$ cat src/rtl/fabulous_alu_pkg.sv
// Shared definitions for the sequential slice-wise add/sub unit.
package fabulous_alu_pkg;

  typedef enum logic [1:0] {
    ST_IDLE = 2'd0,
    ST_RUN  = 2'd1,
    ST_DONE = 2'd2
  } state_e;

  function automatic int id_width(input int nreq);
    return (nreq > 1) ? $clog2(nreq) : 1;
  endfunction

endpackage

$ cat src/rtl/fabulous_alu_slice.sv
// One carry-chain slice: y = a + b + ci, plus carry into and out of the slice MSB.
module fabulous_alu_slice #(
  parameter int W = 8
) (
  input  logic [W-1:0] a,
  input  logic [W-1:0] b,
  input  logic         ci,
  output logic [W-1:0] y,
  output logic         co,
  output logic         c_msb_in
);

  logic [W:0] sum;

  assign sum      = {1'b0, a} + {1'b0, b} + {{W{1'b0}}, ci};
  assign y        = sum[W-1:0];
  assign co       = sum[W];
  // MSB sum bit = a ^ b ^ cin, so cin is recoverable from the result
  assign c_msb_in = a[W-1] ^ b[W-1] ^ y[W-1];

endmodule

$ cat src/rtl/fabulous_alu_seq.sv
// Multi-requester add/sub unit: round-robin grant, then one SLICE_W slice per cycle.
// state | meaning
// IDLE  | waiting for a request, round-robin grant
// RUN   | processing slice cnt, LSB slice first
// DONE  | result held until rsp_ready
module fabulous_alu_seq
  import fabulous_alu_pkg::*;
#(
  parameter  int DATA_W  = 32,
  parameter  int SLICE_W = 8,
  parameter  int NREQ    = 2,
  localparam int ID_W    = id_width(NREQ)
) (
  input  logic                   clk,
  input  logic                   rst_n,
  input  logic [NREQ-1:0]        req_valid,
  output logic [NREQ-1:0]        req_ready,
  input  logic [NREQ*DATA_W-1:0] req_a,
  input  logic [NREQ*DATA_W-1:0] req_b,
  input  logic [NREQ-1:0]        req_sub,
  output logic                   rsp_valid,
  input  logic                   rsp_ready,
  output logic [DATA_W-1:0]      rsp_y,
  output logic                   rsp_co,
  output logic                   rsp_ovf,
  output logic [ID_W-1:0]        rsp_id
);

  localparam int N     = DATA_W / SLICE_W;
  localparam int CNT_W = (N > 1) ? $clog2(N) : 1;

  generate
    if ((DATA_W % SLICE_W) != 0 || DATA_W < SLICE_W) begin : g_bad_width
      $error("fabulous_alu_seq: DATA_W must be a positive multiple of SLICE_W");
    end
  endgenerate

  state_e             state, state_nxt;
  logic [CNT_W-1:0]   cnt;
  logic               carry_q;
  logic [ID_W-1:0]    rr_ptr;
  logic [DATA_W-1:0]  a_q, bb_q, res_q;
  logic [ID_W-1:0]    id_q;
  logic               co_q, ovf_q;

  logic               grant_any, grant;
  logic [ID_W-1:0]    grant_idx;
  int                 cand;
  logic               last_slice;
  logic [SLICE_W-1:0] s_a, s_b, s_y;
  logic               s_co, s_cmsb;
  logic [DATA_W-1:0]  g_a, g_b;

  // round-robin search starting at rr_ptr
  always_comb begin
    grant_any = 1'b0;
    grant_idx = '0;
    cand      = 0;
    for (int off = 0; off < NREQ; off++) begin
      cand = int'(rr_ptr) + off;
      if (cand >= NREQ) cand = cand - NREQ;
      if (!grant_any && req_valid[cand]) begin
        grant_any = 1'b1;
        grant_idx = ID_W'(cand);
      end
    end
  end

  assign grant      = (state == ST_IDLE) && grant_any;
  assign last_slice = (cnt == CNT_W'(N - 1));
  assign g_a        = req_a[int'(grant_idx)*DATA_W +: DATA_W];
  assign g_b        = req_b[int'(grant_idx)*DATA_W +: DATA_W];
  assign s_a        = a_q[int'(cnt)*SLICE_W +: SLICE_W];
  assign s_b        = bb_q[int'(cnt)*SLICE_W +: SLICE_W];

  fabulous_alu_slice #(.W(SLICE_W)) u_slice (
    .a        (s_a),
    .b        (s_b),
    .ci       (carry_q),
    .y        (s_y),
    .co       (s_co),
    .c_msb_in (s_cmsb)
  );

  always_ff @(posedge clk or negedge rst_n) begin
    if (!rst_n) state <= ST_IDLE;
    else        state <= state_nxt;
  end

  always_comb begin
    state_nxt = state;
    case (state)
      ST_IDLE: if (grant_any)  state_nxt = ST_RUN;
      ST_RUN:  if (last_slice) state_nxt = ST_DONE;
      ST_DONE: if (rsp_ready)  state_nxt = ST_IDLE;
      default:                 state_nxt = ST_IDLE;
    endcase
  end

  always_comb begin
    req_ready = '0;
    if (rst_n && grant) req_ready[grant_idx] = 1'b1;
    rsp_valid = (state == ST_DONE);
  end

  always_ff @(posedge clk or negedge rst_n) begin
    if (!rst_n) begin
      cnt     <= '0;
      carry_q <= 1'b0;
      rr_ptr  <= '0;
      a_q     <= '0;
      bb_q    <= '0;
      res_q   <= '0;
      id_q    <= '0;
      co_q    <= 1'b0;
      ovf_q   <= 1'b0;
    end else if (grant) begin
      a_q     <= g_a;
      bb_q    <= req_sub[grant_idx] ? ~g_b : g_b;
      carry_q <= req_sub[grant_idx];
      id_q    <= grant_idx;
      cnt     <= '0;
      rr_ptr  <= (grant_idx == ID_W'(NREQ - 1)) ? '0 : grant_idx + ID_W'(1);
    end else if (state == ST_RUN) begin
      res_q[int'(cnt)*SLICE_W +: SLICE_W] <= s_y;
      carry_q <= s_co;
      if (last_slice) begin
        cnt   <= '0;
        co_q  <= s_co;
        ovf_q <= s_cmsb ^ s_co;
      end else begin
        cnt   <= cnt + CNT_W'(1);
      end
    end
  end

  assign rsp_y   = res_q;
  assign rsp_co  = co_q;
  assign rsp_ovf = ovf_q;
  assign rsp_id  = id_q;

endmodule

$ cat config.mk
export PLATFORM = sky130hd
export DESIGN_NAME = fabulous_alu_seq
export DESIGN_NICKNAME = d
export VERILOG_FILES = /design/src/rtl/fabulous_alu_pkg.sv /design/src/rtl/fabulous_alu_slice.sv /design/src/rtl/fabulous_alu_seq.sv
export SDC_FILE = /design/constraint.sdc
export NUM_CORES = 1
export LEC_CHECK = 0
export CAP_MARGIN = 20
export CORE_UTILIZATION = 45
export CTS_CLUSTER_SIZE = 12
export DETAILED_ROUTE_END_ITERATION = 16
export DONT_BUFFER_PORTS = 1
export PLACE_DENSITY_LB_ADDON = 0.05
export SETUP_SLACK_MARGIN = 0.15
export SYNTH_ARGS = -nofsm -noshare
export SYNTH_HDL_FRONTEND = slang
export SYNTH_HIERARCHICAL = 1
export SYNTH_SLANG_ARGS = --single-unit
$ cat constraint.sdc
create_clock -name clk -period 5.34 [get_ports clk]
set_clock_uncertainty 0.05 [all_clocks]
set_input_delay 1.335 -clock clk [delete_from_list [all_inputs] [get_ports clk]]
set_output_delay 1.335 -clock clk [all_outputs]
set_load 0.005 [all_outputs]
## Yosys cells after proc, flatten, opt, wreduce, memory -nomap -nowiden

Cells that the tools add are included.

- Shift operators: 6
- $add $sub $neg: 8
- Divide/modulo/power cells: 0
- Bitwise operators: 5
- Equal/unequal tests: 6
- $mul: 0
- Reductions and logical operators: 10
- Muxes and demuxes: 29
- Order comparisons: 6

Operators with widths:

| kind | number |
|---|---|
| 64-bit by 7-bit indexed part select with 32-bit output | 2 |
| 32-bit two-way mux | 3 |
| 32-bit by 3-bit less-than comparator with 1-bit output (second input constant) | 2 |
| 32-bit by 6-bit indexed part select with 8-bit output | 2 |
| 5-bit negation with 33-bit output | 1 |
| 8-bit by 33-bit variable shift with 32-bit output (first input constant) | 1 |
| 8-bit by 33-bit indexed part select with 32-bit output | 1 |
| 32-bit bitwise mux | 1 |
| 32-bit NOT | 1 |
| 1-bit two-way mux | 16 |
| 2-bit two-way mux | 7 |
| 8-bit by 8-bit adder with 9-bit output | 1 |
| 9-bit by 1-bit adder with 9-bit output | 1 |
| 2-bit one-hot mux with 3 select lines | 1 |
| 3-bit AND reduction | 2 |
| 2-bit equality test (second input constant) | 2 |
| 1-bit logical AND | 4 |
| 2-bit inequality test (second input constant) | 2 |
| 1-bit by 2-bit subtractor with 3-bit output (second input constant) | 1 |
| 2-bit by 2-bit subtractor with 3-bit output (second input constant) | 1 |
| 1-bit XOR | 3 |
| 1-bit by 1-bit adder with 2-bit output (second input constant) | 1 |
| 2-bit by 1-bit adder with 2-bit output (second input constant) | 1 |
| 2-bit by 1-bit equality test with 1-bit output (second input constant) | 1 |
| 12 further kinds | 12 |

- Bits in read-only memories: 0
- Bits in registers: 105
- Input bits: 135
- Output and inout bits: 38
- Memories: 0
- Bits in writable memories: 0
- Latch bits: 0

## Logic depth before layout (Yosys ltp)

Gate-level depths: netlist of the first run.

- Word-level depth: 14
- Mapped depth: 10

## Cells and area by module

Netlist of the first run, hierarchy kept.

Modules (own cells, without submodules):

| module | times used | area each (µm²) | cells an instance | seq. area each (µm²) |
|---|---|---|---|---|
| fabulous_alu_seq | 1 | 5705.5 | 531 | 2627.5 |
| fabulous_alu_slice | 1 | 364.1 | 43 | 0.0 |

## Least setup slack after synthesis of the first run

Ideal clock, no wire load.

- Kind: input to output
- Start point: in req_valid[0]
- End point: out req_ready[0]
- Buffers on the path: 3
- Stages: 6
- Data arrival time: 2021 ps
- Setup slack: 1934 ps
- Path through: inv_2 o21ai_2 buf_6 buf_12 buf_12 and3_1

- Cells in the longest elaborated chain, start to end: 12
- Elaborated cells on any way between the ends: 20
- Classes of those cells: order compare: 2; mux: 13; reduce/logical: 5

Ends and longest elaborated chain:

| what | RTL line | text |
|---|---|---|
| start: declaration | fabulous_alu_seq.sv:16 | `input logic [NREQ-1:0] req_valid,` |
| 1-bit two-way mux (implied by the code) (3 in a row) | fabulous_alu_seq.sv:62 | `if (!grant_any && req_valid[cand]) begin` |
| 1-bit two-way mux | fabulous_alu_seq.sv:62 |  |
| 1-bit zero test | fabulous_alu_seq.sv:62 |  |
| 1-bit logical AND | fabulous_alu_seq.sv:62 |  |
| 1-bit two-way mux | fabulous_alu_seq.sv:62 |  |
| 1-bit by 2-bit less-than comparator with 1-bit output (implied by the code) / 1-bit greater-or-equal comparator (equally long branches) | fabulous_alu_seq.sv:102 | `if (rst_n && grant) req_ready[grant_idx] = 1'b1;` |
| 1-bit logical AND (implied by the code) | fabulous_alu_seq.sv:102 |  |
| 1-bit two-way mux (implied by the code) | fabulous_alu_seq.sv:102 |  |
| 1-bit demux with 1-bit select | fabulous_alu_seq.sv:102 |  |
| 2-bit two-way mux * | fabulous_alu_seq.sv:102 |  |
| end: declaration | fabulous_alu_seq.sv:17 | `output logic [NREQ-1:0] req_ready,` |

Every way passes the cells marked *; elsewhere a longest branch is shown, timed or not. The select of a mux whose other input is x is not followed.

## Worst setup path after layout of the first run

- Start point: reg cnt[0]
- End point: reg res_q[20] (netlist: rsp_y[20])

- Cells in the longest elaborated chain, start to end: 5
- Elaborated cells on any way between the ends: 8
- Classes of those cells: add/sub: 3; shift: 4; mux: 1

Ends and longest elaborated chain:

| what | RTL line | text |
|---|---|---|
| start: declaration | fabulous_alu_seq.sv:39 | `logic [CNT_W-1:0] cnt;` |
| start signal: assignment | fabulous_alu_seq.sv:132 | `cnt <= cnt + CNT_W'(1);` |
| 32-bit by 6-bit indexed part select with 8-bit output | fabulous_alu_seq.sv:73 | `assign s_a = a_q[int'(cnt)*SLICE_W +: SLICE_W];` |
| net s_a[0] | fabulous_alu_seq.sv:50 | `logic [SLICE_W-1:0] s_a, s_b, s_y;` |
| 8-bit by 8-bit adder with 9-bit output | fabulous_alu_slice.sv:15 | `assign sum = {1'b0, a} + {1'b0, b} + {{W{1'b0}}, ci};` |
| 9-bit by 1-bit adder with 9-bit output | fabulous_alu_slice.sv:15 |  |
| net s_y[4] | fabulous_alu_seq.sv:50 |  |
| 8-bit by 33-bit indexed part select with 32-bit output | fabulous_alu_seq.sv:125 | `res_q[int'(cnt)*SLICE_W +: SLICE_W] <= s_y;` |
| 32-bit bitwise mux | fabulous_alu_seq.sv:125 |  |
| end signal: indexed assignment | fabulous_alu_seq.sv:125 |  |
| end: declaration | fabulous_alu_seq.sv:42 | `logic [DATA_W-1:0] a_q, bb_q, res_q;` |

The timed path passes the listed nets, and every way through them passes these cells.
A chain may end at the register's enable or synchronous reset.

==> impl_metrics.csv, run 1 <==
group,metric,value,unit
floorplanning,fp.dieArea,0.0140,sq mm
power,p_leak,3.00,nW
cells_and_area,multi_input_area,0.00316,sq mm
setup_path,start_kind,"flip-flop",
setup_path,cp-startpoint,"cnt[0]",
grt,antenna_found_initial,0,
cells_and_area,seq_area,0.00263,sq mm
placed_design,dp.final_hpwl,9590,um
job,maxCapViolCount,0,
status,status,"finished, final reports clean",
worst_hold_path,hold_path.class,"reg2reg",
setup_path,required,5.54,ns
power,switching_power,0.00183,W
placed_design,gp_congestion,0.796,
drt,wl_per_cell,17.7,um
clocking,ctsResizeCount,0,
setup_path,crit_arrival,3.80,ns
floorplanning,io_pins,173,
cells_and_area,syn2layout_area_growth,4.76,%
grt,grt_pass1_vias,3850,
drt,ant_nets,0,
grt,grt_pass1_wl,20700,um
synthesis,yosysUniqueCellTypes,41,
sta,setup_slack,1.75,ns
floorplanning,coreArea,0.0132,sq mm
clocking,clock_sinks,105,
setup_path,crit_type,"reg2reg",
setup_path,critPathCaptureType,"flip-flop",
placed_design,port_buffers,0,
synthesis,netlist_instances,574,
synthesis,synth.most_common_cell,"nand2_1",
cells_and_area,nets,698,
sta,fin_crit,3.59,ns
setup_path,ff2ff_setup_slack,1.75,ns
setup_path,r2r_start,"cnt[0]",
sta,relSlewSlack,40.3,%
synthesis,synth_edf_count,0,
clocking,clkTransAtPathRegs,0.07,ns
synthesis,yosysWarnings,6,
setup_path,worst_r2r_endpoint,"rsp_y[20]",
placed_design,place_ws,1.71,ns
sta,worstMarginPinSlew,0.896,ns
synthesis,ys_top_cells_by_count,"nand2_1 (110), dfrtp_1 (105), o21ai_0 (74)",
power,internal-power,0.00237,W
grt,grt_max_degree,108,
synthesis,netlist.area_leader.share,43.3,%
placed_design,dp_cells,714,
synthesis,async_flop_share,100,%
sta,fin_crit_sh,67.3,%
setup_path,cp_max_fo,18,
cells_and_area,n_antenna_cell,0,
floorplanning,fp.dieW,118,um
clocking,cts_tree,"built",
synthesis,yosysSeqAreaShare,43.3,%
clocking,cts_setup_buffers,0,
sta,fin_setup_tns,0,ns
drt,first_pass_iters,4,
clocking,cts_root_buf,"clkbuf_16",
synthesis,ys.flop_type,"dfrtp_1",
power,power.share.switching,43.6,%
power,power_density,661,mW/mm^2
clocking,htree_levels,3,
sta,slew_violations,0,
power,seqPwrFrac,34.6,%
drt,drt_iter0_markers,236,
synthesis,syn_nets,723,
synthesis,ys_seq_elements,105,
placed_design,placed_cell_area,0.00606,sq mm
drt,postRouteWirelength,12900,um
drt,drc,0,
floorplanning,die_h,118,um
clocking,cts_made_buffers,9,
cells_and_area,fill_cells,1218,
grt,grtUsageTotal,19.2,%
grt,gr-total-overflow,0,
power,combPwrFrac,49.9,%
cells_and_area,finalNonFillerCells,730,
drt,routed_via_density,5.37,
synthesis,synth_area_leaders,"dfrtp_1 (43%), mux2i_1 (11%), xor2_1 (9.5%)",
clocking,clockBufferDepth,2,
sta,hold_viol,0,
synthesis,syn_area_per_cell,10.6,sq um
floorplanning,initial_core_util,46.0,%
cells_and_area,final_cell_area,0.00636,sq mm
power,clkPwrFrac,15.6,%
drt,vias,3918,
synthesis,synth.cell_area,0.00607,sq mm
clocking,insertion_delay,0.34,ns
floorplanning,rows,42,
sta,fmax,0.278,GHz
sta,setup_viol,0,
setup_path,ff2ff_path_depth,8,
clocking,holdBufCountCts,0,
setup_path,crit_end,"rsp_y[20]",
cells_and_area,drive_above_1_share,7.76,%
synthesis,yosysTopAreaCell,"dfrtp_1",
power,irDropWorstVdd,403,uV
sta,rsz0062_at_grt,"false",
## cells in the final DEF (no fill, tap or decap), drive strengths merged
| cell type | instances |
|---|---|
| nand2 | 110 |
| dfrtp | 105 |
| o21ai | 87 |
| xor2 | 66 |
| mux2i | 65 |
| a22o | 16 |
| mux4 | 16 |
| ha | 12 |
| clkbuf | 9 |
| inv | 9 |
| nor2 | 7 |
| a21oi | 7 |
| buf | 4 |
| clkinv | 4 |
| and3 | 3 |
| nand2b | 3 |
| xnor2 | 3 |
| a311o | 3 |
| nor3 | 3 |
| nand3 | 3 |
| o21a | 2 |
| nor2b | 2 |
| a21o | 2 |
| fa | 2 |
| nor4 | 2 |
| o31ai | 1 |
| o211ai | 1 |
| mux2 | 1 |
| clkinvlp | 1 |
| bufinv | 1 |
| nor4b | 1 |
| or3 | 1 |
| o221ai | 1 |
| o21bai | 1 |
## power groups by stage
stage	logic (W)	clock network [W]	registers, W
final	0.00210	0.000655	0.00145
after global routing	0.00236	0.000701	0.00150
after CTS	0.00210	0.000673	0.00147
after detailed placement	0.00209	0	0.00148
after global placement	0.00204	0	0.00147
after floorplan	0.00171	0	0.00132
## flip-flops by register name, indices dropped and copies added, names as in the netlist
name / count
a_q: 32
bb_q: 32
carry_q: 1
cnt: 2
rr_ptr: 1
rsp_co: 1
rsp_id: 1
rsp_ovf: 1
rsp_y: 32
state: 2
## how the worst min path moves through the flow
stage	start	endpoint	slack (ns)	cells past startpoint
after floorplan	a_q[12]	a_q[12]	0.39	2
after global placement	a_q[22]	a_q[22]	0.41	2
after detailed placement	bb_q[21]	bb_q[21]	0.42	2
after CTS	a_q[4]	a_q[4]	0.43	2
after global routing	a_q[8]	a_q[8]	0.46	2
final	a_q[4]	a_q[4]	0.43	2
## layer usage
| layer | part of all wire [%] | vias to the layer above | GRT usage [%] |
|---|---|---|---|
| met2 | 49 | 105 | 31.6 |
| met5 | 0 | - | 0 |
| met3 | 4.2 | 7 | 3.62 |
| met1 | 46 | 1872 | 26.4 |
| li1 | - | 1934 | - |
| met4 | 0.66 | 0 | 4.57 |
## per-stage QoR
stage          total power, W  hold WS (ns)  utilization (%)
3_3_place_gp          0.00351         0.409             46.0
3_5_place_dp          0.00357         0.418             46.0
4_1_cts               0.00424         0.433             48.2
5_1_grt               0.00456         0.459             48.2
2_1_floorplan         0.00303         0.392                -
6_report              0.00420         0.428             48.2
## cell families after synthesis
| logic type | Yosys count | share of synthesized area (%) |
|---|---|---|
| and+or+nand+nor | 135 | 9.63 |
| AOI/OAI and AO/OA | 121 | 11.9 |
| DFF | 105 | 43.3 |
| muxes | 82 | 17.2 |
| xor gates and xnor gates | 69 | 9.96 |
| buffers and inverters | 48 | 4.97 |
| adders and majority gates | 14 | 3.13 |
## layout make-up
type / count / area share (%)
Clock buffer: 9 / 3.54
Clock inverter: 7 / 1.10
Inverter: 8 / 0.472
Multi-Input combinational cell: 421 / 49.6
Sequential cell: 105 / 41.3
Tap cell: 176 / 3.46
Timing Repair Buffer: 4 / 0.472
## critical path, stage by stage, from the launching register on
cell	delay (ns)
dfrtp_1	0.90
mux4_2	0.63
fa_1	0.48
fa_1	0.43
a21oi_1	0.24
o21bai_1	0.12
xor2_1	0.40
nand2_1	0.08
o21ai_0	0.17
(Power assumes the default switching activity.)
==> inputs of run 2 (changes only) <==
Clock period 5.34 ns to 3.5 ns, I/O delays scaled along.
==> run 2 against run 1 <==
Effect of this change: non-clock buffer count up 3; combinational power up 52%; sequential power grew 49%; first-iteration DRC count is 1.7% higher; sequential cell count unchanged; worst hold slack lost 0.25 ns; cell count rose by 0.41%; die area did not move; critical endpoint is now rsp_y[22]; largest power group unchanged.
==> impl_metrics.csv, run 2 (synthesis results as in run 1) <==
group,metric,value,unit
status,status,"finished, final reports clean",
setup_path,ff2ff_path_depth,8,
power,irDropWorstVdd,571,uV
floorplanning,initial_core_util,46.0,%
sta,worstMarginPinSlew,0.538,ns
drt,drt_iter0_markers,240,
setup_path,worst-path-buf-inv,0,
clocking,htree_levels,3,
clocking,holdBufCountCts,0,
drt,drc,0,
drt,ant_nets,0,
setup_path,critPathCaptureType,"flip-flop",
cells_and_area,final_common_cell,"nand2_1",
power,p_leak,3.03,nW
clocking,ctsResizeCount,0,
drt,wl_per_cell,17.3,um
sta,fmax,0.337,GHz
cells_and_area,n_antenna_cell,0,
setup_path,crit_family,"adder cells",
clocking,clock_sinks,105,
clocking,cts_root_buf,"clkbuf_16",
drt,postRouteWirelength,12700,um
grt,grtUsageTotal,18.9,%
drt,vias,3883,
sta,setup_viol,0,
clocking,clockBufferDepth,2,
placed_design,dp_cells,717,
floorplanning,coreArea,0.0132,sq mm
placed_design,port_buffers,0,
floorplanning,rows,42,
setup_path,crit_arrival,3.18,ns
sta,fin_crit,2.97,ns
floorplanning,die_h,118,um
grt,grt_pass1_wl,20500,um
placed_design,dp.final_hpwl,9390,um
setup_path,critPathSlowestCell,"mux4_2",
cells_and_area,syn2layout_area_growth,5.94,%
placed_design,place_ws,0.525,ns
setup_path,crit_type,"reg2reg",
cells_and_area,fill_cells,1240,
setup_path,required,3.71,ns
setup_path,cp_max_fo,5,
sta,slew_violations,0,
grt,antenna_found_initial,0,
sta,hold_viol,0,
sta,setup_slack,0.528,ns
clocking,clkTransAtPathRegs,0.07,ns
floorplanning,fp.dieArea,0.0140,sq mm
setup_path,worst_r2r_endpoint,"rsp_y[22]",
drt,first_pass_iters,4,
cells_and_area,drive_above_1_share,8.08,%
setup_path,crit_path_cell_trace,"mux4_2, fa_1, fa_1, a21oi_1, o21a_1, xnor2_1, nand2_1, o21ai_0",
setup_path,start_kind,"flip-flop",
sta,relSlewSlack,63.8,%
grt,grt_max_degree,135,
setup_path,ff2ff_setup_slack,0.53,ns
cells_and_area,finalNonFillerCells,733,
clocking,cts_tree,"built",
grt,gr-total-overflow,0,
sta,fin_crit_sh,84.9,%
cells_and_area,post-route-util,48.7,%
floorplanning,io_pins,173,
job,maxCapViolCount,0,
sta,fin_setup_tns,0,ns
setup_path,slowest_delay,0.55,ns
clocking,cts_setup_buffers,0,
placed_design,gp_congestion,0.755,
sta,hold_ws,0.179,ns
cells_and_area,layout_common_cells,"nand2_1 (110), dfrtp_1 (105), o21ai_0 (74), xor2_1 (66), mux2i_1 (65)",
floorplanning,fp.dieW,118,um
setup_path,path_common_cell,"fa_1",
setup_path,r2r_start,"cnt[0]",
clocking,cts_made_buffers,9,
clocking,insertion_delay,0.34,ns
worst_hold_path,hold_path.class,"in2async",
sta,rsz0062_at_grt,"false",
grt,grt_pass1_vias,3879,
power,power_density,999,mW/mm^2
cells_and_area,nets,701,
drt,routed_via_density,5.30,
run 2: cell types whose count changed in the layout (fill, tap and decap cells not counted), sizes merged:
cell,delta
buf,+3
bufinv,+1
clkinv,-3
inv,+1
clkbuf,+1
run 2: final cells by class:
type | count | area [sq um] | share of cell area (%)
inverter | 8 | 30.0 | 0.467
clock buffer | 10 | 229 | 3.56
tap | 176 | 220 | 3.42
multi-input combinational | 421 | 3160 | 49.1
clock inverter | 6 | 90.1 | 1.40
timing repair buffer | 7 | 77.6 | 1.21
sequential | 105 | 2630 | 40.9
run 2: through the flow:
step	instance area [sq um]	total power [W]
2_1_floorplan	6070	0.00462
3_3_place_gp	6110	0.00535
3_5_place_dp	6110	0.00544
4_1_cts	6430	0.00652
5_1_grt	6430	0.00700
6_report	6430	0.00642
run 2: how the worst max path moves through the flow:
stage	start	to	slack [ns]	cells after the start
4_1_cts	cnt[0]	rsp_y[12]	0.51	8
3_5_place_dp	cnt[0]	rsp_y[12]	0.53	8
3_3_place_gp	cnt[0]	rsp_y[22]	0.57	8
6_report	cnt[0]	rsp_y[22]	0.53	8
5_1_grt	cnt[0]	rsp_y[20]	0.30	8
2_1_floorplan	cnt[0]	rsp_co	0.46	9
run 2: routing by layer:
metal | routed length [um] | global-route usage (%)
met5 | 0 | 0
met4 | 114 | 4.57
met3 | 493 | 3.14
met2 | 6350 | 32.0
met1 | 5760 | 25.4
run 2: power breakdown:
group	switching, W	internal (W)
combinational	0.00187	0.00132
sequential	0.000389	0.00177
clock	0.000442	0.000631
total	0.00270	0.00372
